--- src/rtl/combo_pkg.sv ---
// Shared types and constants for the combination code writer and lock checker.
// The confirmation states exist only when COMBO_CONFIRM_EN is defined.
package combo_pkg;

  typedef enum logic [3:0] {
    StIdle,
    StE0,
    StE1,
    StE2,
`ifdef COMBO_CONFIRM_EN
    StC0,
    StC1,
    StC2,
    StFail,
`endif
    StOk
  } combo_state_e;

  localparam logic [6:0]  SEG_BLANK          = 7'h7F;
  localparam logic [6:0]  SEG_ONE            = 7'h79;
  localparam logic [6:0]  SEG_DASH           = 7'h3F;
  localparam logic [23:0] COMBO_DEFAULT_CODE = 24'h281996;

  // Active-low segments, bit0 = segment a.
  function automatic logic [6:0] hex_to_seg(input logic [3:0] hex);
    logic [6:0] on;
    case (hex)
      4'h0:    on = 7'h3F;
      4'h1:    on = 7'h06;
      4'h2:    on = 7'h5B;
      4'h3:    on = 7'h4F;
      4'h4:    on = 7'h66;
      4'h5:    on = 7'h6D;
      4'h6:    on = 7'h7D;
      4'h7:    on = 7'h07;
      4'h8:    on = 7'h7F;
      4'h9:    on = 7'h6F;
      4'hA:    on = 7'h77;
      4'hB:    on = 7'h7C;
      4'hC:    on = 7'h39;
      4'hD:    on = 7'h5E;
      4'hE:    on = 7'h79;
      default: on = 7'h71;
    endcase
    return ~on;
  endfunction

endpackage

--- src/rtl/seg7_hex.sv ---
// Combinational 4-bit hex to active-low seven-segment decoder.
module seg7_hex
  import combo_pkg::*;
(
  input  logic [3:0] hex_i,
  output logic [6:0] seg_o
);

  assign seg_o = hex_to_seg(hex_i);

endmodule

--- src/rtl/combo_code_writer.sv ---
// Programs the three-pair lock combination from switch entry and shows progress on H1..H6.
// Define COMBO_CONFIRM_EN to require re-entry of all three pairs before commit.
module combo_code_writer
  import combo_pkg::*;
#(
  parameter logic [23:0] DEFAULT_CODE = COMBO_DEFAULT_CODE
) (
  input  logic        clock,
  input  logic        reset,
  input  logic [3:0]  A,
  input  logic [3:0]  B,
  input  logic        enter,
  output logic [23:0] code_out,
  output logic        code_load,
  output logic        busy,
  output logic [6:0]  H1,
  output logic [6:0]  H2,
  output logic [6:0]  H3,
  output logic [6:0]  H4,
  output logic [6:0]  H5,
  output logic [6:0]  H6
);

  combo_state_e state_q, state_d;
  logic         sync1_q, sync2_q, prev_q;
  logic         enter_pulse;
  logic [7:0]   new0_q, new0_d;
  logic [7:0]   new1_q, new1_d;
  logic [7:0]   new2_q, new2_d;
  logic [23:0]  code_q, code_d;
  logic         load_q, load_d;
  logic [7:0]   pair;

  logic [3:0]   digit [6];
  logic [6:0]   dec   [6];
  logic [6:0]   hseg  [6];
  int           shown;

  assign pair        = {A, B};
  assign enter_pulse = sync2_q & ~prev_q;

  always_ff @(posedge clock or negedge reset) begin
    if (!reset) begin
      state_q <= StIdle;
      sync1_q <= 1'b0;
      sync2_q <= 1'b0;
      prev_q  <= 1'b0;
      new0_q  <= 8'h00;
      new1_q  <= 8'h00;
      new2_q  <= 8'h00;
      code_q  <= DEFAULT_CODE;
      load_q  <= 1'b0;
    end else begin
      state_q <= state_d;
      sync1_q <= enter;
      sync2_q <= sync1_q;
      prev_q  <= sync2_q;
      new0_q  <= new0_d;
      new1_q  <= new1_d;
      new2_q  <= new2_d;
      code_q  <= code_d;
      load_q  <= load_d;
    end
  end

  always_comb begin
    state_d = state_q;
    new0_d  = new0_q;
    new1_d  = new1_q;
    new2_d  = new2_q;
    code_d  = code_q;
    load_d  = 1'b0;
    if (enter_pulse) begin
      case (state_q)
        StIdle, StE0, StOk
`ifdef COMBO_CONFIRM_EN
        , StFail
`endif
        : begin
          new0_d  = pair;
          state_d = StE1;
        end
        StE1: begin
          new1_d  = pair;
          state_d = StE2;
        end
        StE2: begin
          new2_d = pair;
`ifdef COMBO_CONFIRM_EN
          state_d = StC0;
`else
          code_d  = {new0_q, new1_q, pair};
          load_d  = 1'b1;
          state_d = StOk;
`endif
        end
`ifdef COMBO_CONFIRM_EN
        StC0: state_d = (pair == new0_q) ? StC1 : StFail;
        StC1: state_d = (pair == new1_q) ? StC2 : StFail;
        StC2: begin
          if (pair == new2_q) begin
            code_d  = {new0_q, new1_q, new2_q};
            load_d  = 1'b1;
            state_d = StOk;
          end else begin
            state_d = StFail;
          end
        end
`endif
        default: state_d = StIdle;
      endcase
    end
  end

  always_comb begin
    busy  = 1'b0;
    shown = 0;
    case (state_q)
      StE1: begin
        busy  = 1'b1;
        shown = 1;
      end
      StE2: begin
        busy  = 1'b1;
        shown = 2;
      end
`ifdef COMBO_CONFIRM_EN
      // Confirmed digits equal the stored ones, so the stored pairs stand in for them.
      StC0: begin
        busy  = 1'b1;
        shown = 0;
      end
      StC1: begin
        busy  = 1'b1;
        shown = 1;
      end
      StC2: begin
        busy  = 1'b1;
        shown = 2;
      end
`endif
      default: begin
        busy  = 1'b0;
        shown = 0;
      end
    endcase
  end

  assign digit[0] = new0_q[7:4];
  assign digit[1] = new0_q[3:0];
  assign digit[2] = new1_q[7:4];
  assign digit[3] = new1_q[3:0];
  assign digit[4] = new2_q[7:4];
  assign digit[5] = new2_q[3:0];

  for (genvar g = 0; g < 6; g++) begin : g_seg
    seg7_hex u_seg (
      .hex_i (digit[g]),
      .seg_o (dec[g])
    );
  end

  always_comb begin
    for (int i = 0; i < 6; i++) begin
      hseg[i] = SEG_BLANK;
      if (state_q == StOk) begin
        hseg[i] = SEG_ONE;
`ifdef COMBO_CONFIRM_EN
      end else if (state_q == StFail) begin
        hseg[i] = SEG_DASH;
`endif
      end else if ((i / 2) < shown) begin
        hseg[i] = dec[i];
      end
    end
  end

  assign H1        = hseg[0];
  assign H2        = hseg[1];
  assign H3        = hseg[2];
  assign H4        = hseg[3];
  assign H5        = hseg[4];
  assign H6        = hseg[5];
  assign code_out  = code_q;
  assign code_load = load_q;

endmodule

--- config.mk ---
export PLATFORM = sky130hd
export DESIGN_NAME = combo_code_writer
export DESIGN_NICKNAME = d
export VERILOG_FILES = /design/src/rtl/combo_pkg.sv /design/src/rtl/seg7_hex.sv /design/src/rtl/combo_code_writer.sv
export SDC_FILE = /design/constraint.sdc
export NUM_CORES = 1
export LEC_CHECK = 0
export CAP_MARGIN = 25
export CORE_MARGIN = 2
export CORE_UTILIZATION = 45
export DETAILED_ROUTE_END_ITERATION = 12
export DONT_BUFFER_PORTS = 1
export PLACE_DENSITY_LB_ADDON = 0.08
export SETUP_SLACK_MARGIN = 0.02
export SYNTH_ARGS = -nofsm -noshare
export SYNTH_HDL_FRONTEND = slang
export SYNTH_SLANG_ARGS = --single-unit
--- constraint.sdc ---
create_clock -name clock -period 2.07 [get_ports clock]
set_clock_uncertainty 0.1 [all_clocks]
set_input_delay 0.621 -clock clock [delete_from_list [all_inputs] [get_ports clock]]
set_output_delay 0.621 -clock clock [all_outputs]
set_load 0.03 [all_outputs]
Word-level counts from Yosys, hierarchy flattened
Memory sizes are Yosys's and may differ from the RTL's.
Index checks and enable logic that the tools add are counted.
- reduce and logical (&&, ||, !) cells: 6
- order comparisons: 3
- muxes and demuxes: 17
- equality and inequality tests: 4
- bitwise gates (word level): 8
- operator list (cell ; number):
    7-bit two-way mux ; 12
    7-bit inverter ; 6
    1-bit by 32-bit < comparator with 1-bit output (first input constant) ; 1
    2-bit by 32-bit < comparator with 1-bit output (first input constant) ; 1
    3-bit by 32-bit < comparator with 1-bit output (first input constant) ; 1
    3-bit case mux with 3 select lines ; 1
    4-bit by 2-bit == test with 1-bit output (second input constant) ; 2
    2-bit AND reduction ; 3
    4-bit by 1-bit == test with 1-bit output (second input constant) ; 1
    4-bit by 3-bit == test with 1-bit output (second input constant) ; 1
    4-bit zero test ; 1
    2-bit case mux with 2 select lines ; 1
    1-bit two-way mux ; 3
    3-bit OR reduction ; 1
    2-bit OR reduction ; 1
    1-bit AND ; 1
    1-bit inverter ; 1
- memories kept: 6
- output and inout bits: 68
- input bits: 11
- register bits: 56
- memory bits (read-only): 672
- memory list (name ; words ; bits a word ; read ports ; clocked after memory_dff ; write ports ; line ; RTL):
    (no name shown) ; 16 ; 7 ; 1 ; 0 ; 0 ; combo_pkg.sv:27 ; case (hex)
    (no name shown) ; 16 ; 7 ; 1 ; 0 ; 0 ; combo_pkg.sv:27 ;
    (no name shown) ; 16 ; 7 ; 1 ; 0 ; 0 ; combo_pkg.sv:27 ;
    (no name shown) ; 16 ; 7 ; 1 ; 0 ; 0 ; combo_pkg.sv:27 ;
    (no name shown) ; 16 ; 7 ; 1 ; 0 ; 0 ; combo_pkg.sv:27 ;
    (no name shown) ; 16 ; 7 ; 1 ; 0 ; 0 ; combo_pkg.sv:27 ;

Depth between registers and ports, before layout
- word-level depth: 5
- depth in mapped cells: 5
- mapped depth without buffers: 5

By module
From an unflattened synthesis, not the netlist that was laid out.
- cell total of the unflattened synthesis: 281
- area total of the unflattened synthesis: 3131.8 um2
- modules (own cells, without submodules) (module ; cells an instance ; area each (um2) ; seq. area each (um2) ; times used):
    combo_code_writer ; 154 ; 2124.5 ; 1187.4 ; 1
    seg7_hex at g_seg[0].u_seg ... ; 31 ; 252.7 ; 0.0 ; 3
    seg7_hex at g_seg[2].u_seg ; 34 ; 249.0 ; 0.0 ; 1

Least setup slack after synthesis
Ideal clock, no wire load.
- path kind: reg-to-output
- start point: register new1_q[0]
- end point: output H4[3]
- arrival: 2.126 ns
- slack: -0.777 ns
- path buffers: 0
- cell stages (with the launch flop): 5
- cells stage by stage: dfrtp_1 -> inv_1 -> ha_1 -> nor2b_1 -> o311ai_0
- longest elaborated chain between the ends: 4
- RTL lines (item ; line ; RTL):
    from (decl) ; combo_code_writer.sv:28 ; logic [7:0] new1_q, new1_d;
    from (signal assigned) ; combo_code_writer.sv:59 ; new1_q <= new1_d;
    memory 16 x 7 bit ; -- ;
    7-bit inverter ; combo_pkg.sv:45 ; return ~on;
    7-bit two-way mux ; combo_code_writer.sv:172 ; end else if ((i / 2) < shown) begin
    7-bit two-way mux ; combo_code_writer.sv:166 ; if (state_q == StOk) begin
    to (decl) ; combo_code_writer.sv:19 ; output logic [6:0] H4,
No other way between the ends.

Worst setup path after layout
- start point: register new0_q[5]
- end point: output H1[3]
- longest elaborated chain between the ends: 4
- RTL lines (item ; line ; RTL):
    from (decl) ; combo_code_writer.sv:27 ; logic [7:0] new0_q, new0_d;
    from (signal assigned) ; combo_code_writer.sv:58 ; new0_q <= new0_d;
    memory 16 x 7 bit ; -- ;
    7-bit inverter ; combo_pkg.sv:45 ;
    7-bit two-way mux ; combo_code_writer.sv:172 ;
    7-bit two-way mux ; combo_code_writer.sv:166 ;
    to (decl) ; combo_code_writer.sv:16 ; output logic [6:0] H1,
No other way between the ends.

==> flow_summary.json <==
{
  "status": "finished, violations left",
  "violations": "setup timing",
  "firstDrtPassIters": 4,
  "yosysMostFrequentCell": "mux2_2",
  "die_y_um": 85.50,
  "clk_latency_ns": 0.29,
  "cts_tree": "built",
  "root_buffer": "clkbuf_8",
  "synthTopCellsByCount": "mux2_2, dfrtp_1, ha_1",
  "report.final.slew_viol_count": 0,
  "synth_area_leaders": "dfrtp_1, mux2_2, ha_1",
  "rows": 29,
  "fin_crit_sh_pct": 118.9,
  "rsz0062_at_grt": "true",
  "r2r_slack_ns": 0.20,
  "port_buffers": 0,
  "htreeDepth": 2,
  "syn_inst": 275,
  "grt_max_degree": 39,
  "hold_viol": 0,
  "cap_violations": 0,
  "arrival_ns": 1.74,
  "slowest_stage": "mux4_2",
  "synth_xor_area_share_pct": 0.2930,
  "setup_violations": 32,
  "fp.dieW_um": 85.50,
  "path_common_cell": "inv_2",
  "synth-simple-area-share_pct": 10.55,
  "synthMuxAreaShare_pct": 20.18,
  "core_area_sq_um": 6386,
  "path_cells": "inv_2 > ha_4 > inv_2 > mux4_2 > nand2b_4",
  "async_flop_share_pct": 100.0,
  "nets": 376,
  "die_area_sq_um": 7310,
  "clk_pin_slew_ns": 0.09,
  "antenna_cells": 0,
  "hpwlAfterDp_um": 4586,
  "path_max_fanout": 6,
  "detail_route.vias_per_cell": 5.425,
  "startpoint": "new0_q[5]$_DFFE_PN0P_",
  "grt_first_pass_wirelength_um": 11700,
  "synth-seq-cells": 47,
  "gr-total-overflow": 0,
  "routedWlPerCell_um": 17.36,
  "cts.sinks": 47,
  "synth-warning-count": 0,
  "synthDistinctLibCells": 33,
  "max_stage_delay_ns": 0.45,
  "routabilityCongestion": 0.8275,
  "synth_top_family_by_area": "multiplexers",
  "synthFlopType": "dfrtp_1",
  "ant_nets": 0,
  "vias": 2273,
  "crit_family": "multiplexers",
  "required_ns": 1.35,
  "synth_compound_area_share_pct": 10.55,
  "floorplan.initialDensity_pct": 46.81,
  "syn_to_final_growth_pct": 50.19,
  "crit_buf_inv": 2,
  "whs_ns": 0.05061,
  "reg2reg_from": "state_q[1]$_DFFE_PN0N_",
  "max_freq_mhz": 406.3,
  "hp-class": "in2async",
  "layout-drive-gt1-share_pct": 70.76,
  "first_global_vias": 2301,
  "crit_type": "reg2out",
  "end_kind": "output pin",
  "fin_crit_ns": 2.461,
  "drt_wl_total_um": 7275,
  "dpl.cell_count": 389,
  "synth_top_area_cell": "dfrtp_1",
  "synth_edf_count": 0,
  "drtIter0Drc": 62,
  "clockBufferDepth": 2,
  "antenna_found_initial": 0,
  "start_kind": "flip-flop",
  "netlist_area_sq_um": 2989,
  "yosysSeqAreaShare_pct": 39.72,
  "final_core_util_pct": 70.30,
  "grt_use_total_pct": 20.00,
  "avgSynthCellArea_sq_um": 10.87,
  "synth.top_cell.area_share_pct": 31.81,
  "instances_no_fill": 419,
  "numCtsBuffers": 5,
  "synthAdderAreaFrac_pct": 10.05,
  "setup_ws_ns": -0.3910,
  "io_pins": 79,
  "drc_errors": 0
}
## per-layer routing
metal	global-route usage [%]	up-vias	wire, um
met5	0	-	0
met4	3.463	0	19
met3	3.850	2	364
met2	34.94	62	3716
met1	26.22	1135	3175
li1	-	1074	-
## layout make-up
class	instances	area, sq um
multi-input combinational	186	2190
fill	475	1897
sequential	47	1200
timing repair buffer	85	812.0
tap	77	96.34
inverter	16	85.08
clock buffer	7	76.32
clock inverter	1	30.03
## cell usage in the layout, fill, tap and decap left out, types with 3 or more instances in the layout
cell type,synthesis,routed
mux2_4,0,5
inv_2,0,4
dfrtp_2,0,10
nand2b_4,0,7
nor2_1,6,5
nor2b_1,9,4
ha_2,0,4
dfstp_2,9,9
clkbuf_8,0,5
nor2b_4,0,5
nand3_1,5,4
inv_1,16,3
ha_1,24,4
nand3b_1,4,4
o311ai_2,0,5
o211ai_1,11,11
inv_4,0,8
buf_12,0,6
mux2_2,48,43
buf_6,0,21
nand2_2,0,5
conb_1,1,10
ha_4,0,16
o311ai_4,0,4
dfrtp_1,38,28
buf_4,15,57
mux2i_1,4,4
nand2_1,17,11
a31oi_4,0,7
## through the flow
stage	setup TNS [ns]	setup slack [ns]	area [sq um]
finish	-6.983	-0.3910	4489
global route	-9.108	-0.4574	4489
CTS	-7.087	-0.4136	4329
detailed placement	-0.1929	-0.08047	3721
global placement	-0.1185	-0.04311	3721
floorplan	-0.6197	-0.1971	3328
## worst paths after layout
path	to	cells after the start
max	H1[3]	5
max in group asynchronous	new1_q[0]$_DFFE_PN0P_	1
min in group clock	sync2_q$_DFF_PN0_	0
min	code_out[20]$_DFFE_PN0P_	1
max reg2reg	code_out[9]$_DFFE_PN0P_	6
min reg2reg	sync2_q$_DFF_PN0_	0
## timing repair
action | 4_1_cts | 5_1_grt
gates cloned | 1 | 0
hold buffers | 1 | 0
setup endpoints to repair | 33 | 33
endpoints found under the hold margin | 38 | 0
pin swaps | 33 | 21
gates resized for setup | 74 | 31
setup buffers | 15 | 6
## cells by family after synthesis
kind of cell | Yosys count
AOI/OAI and AO/OA | 41
xor gates and xnor gates | 1
adders and majority gates | 24
buffers and inverters | 51
DFF | 47
muxes | 53
other | 1
and+or+nand+nor | 57
## flip-flops by register name, indices dropped and copies added (netlist names)
name       cells
new2_q         4
state_q        3
code_out      20
code_load      1
prev_q         1
sync2_q        1
sync1_q        1
new0_q         8
new1_q         8
Power is left out: the tool's default activity adds up to more than one toggle a clock period on the data nets, which glitch-free logic cannot reach.
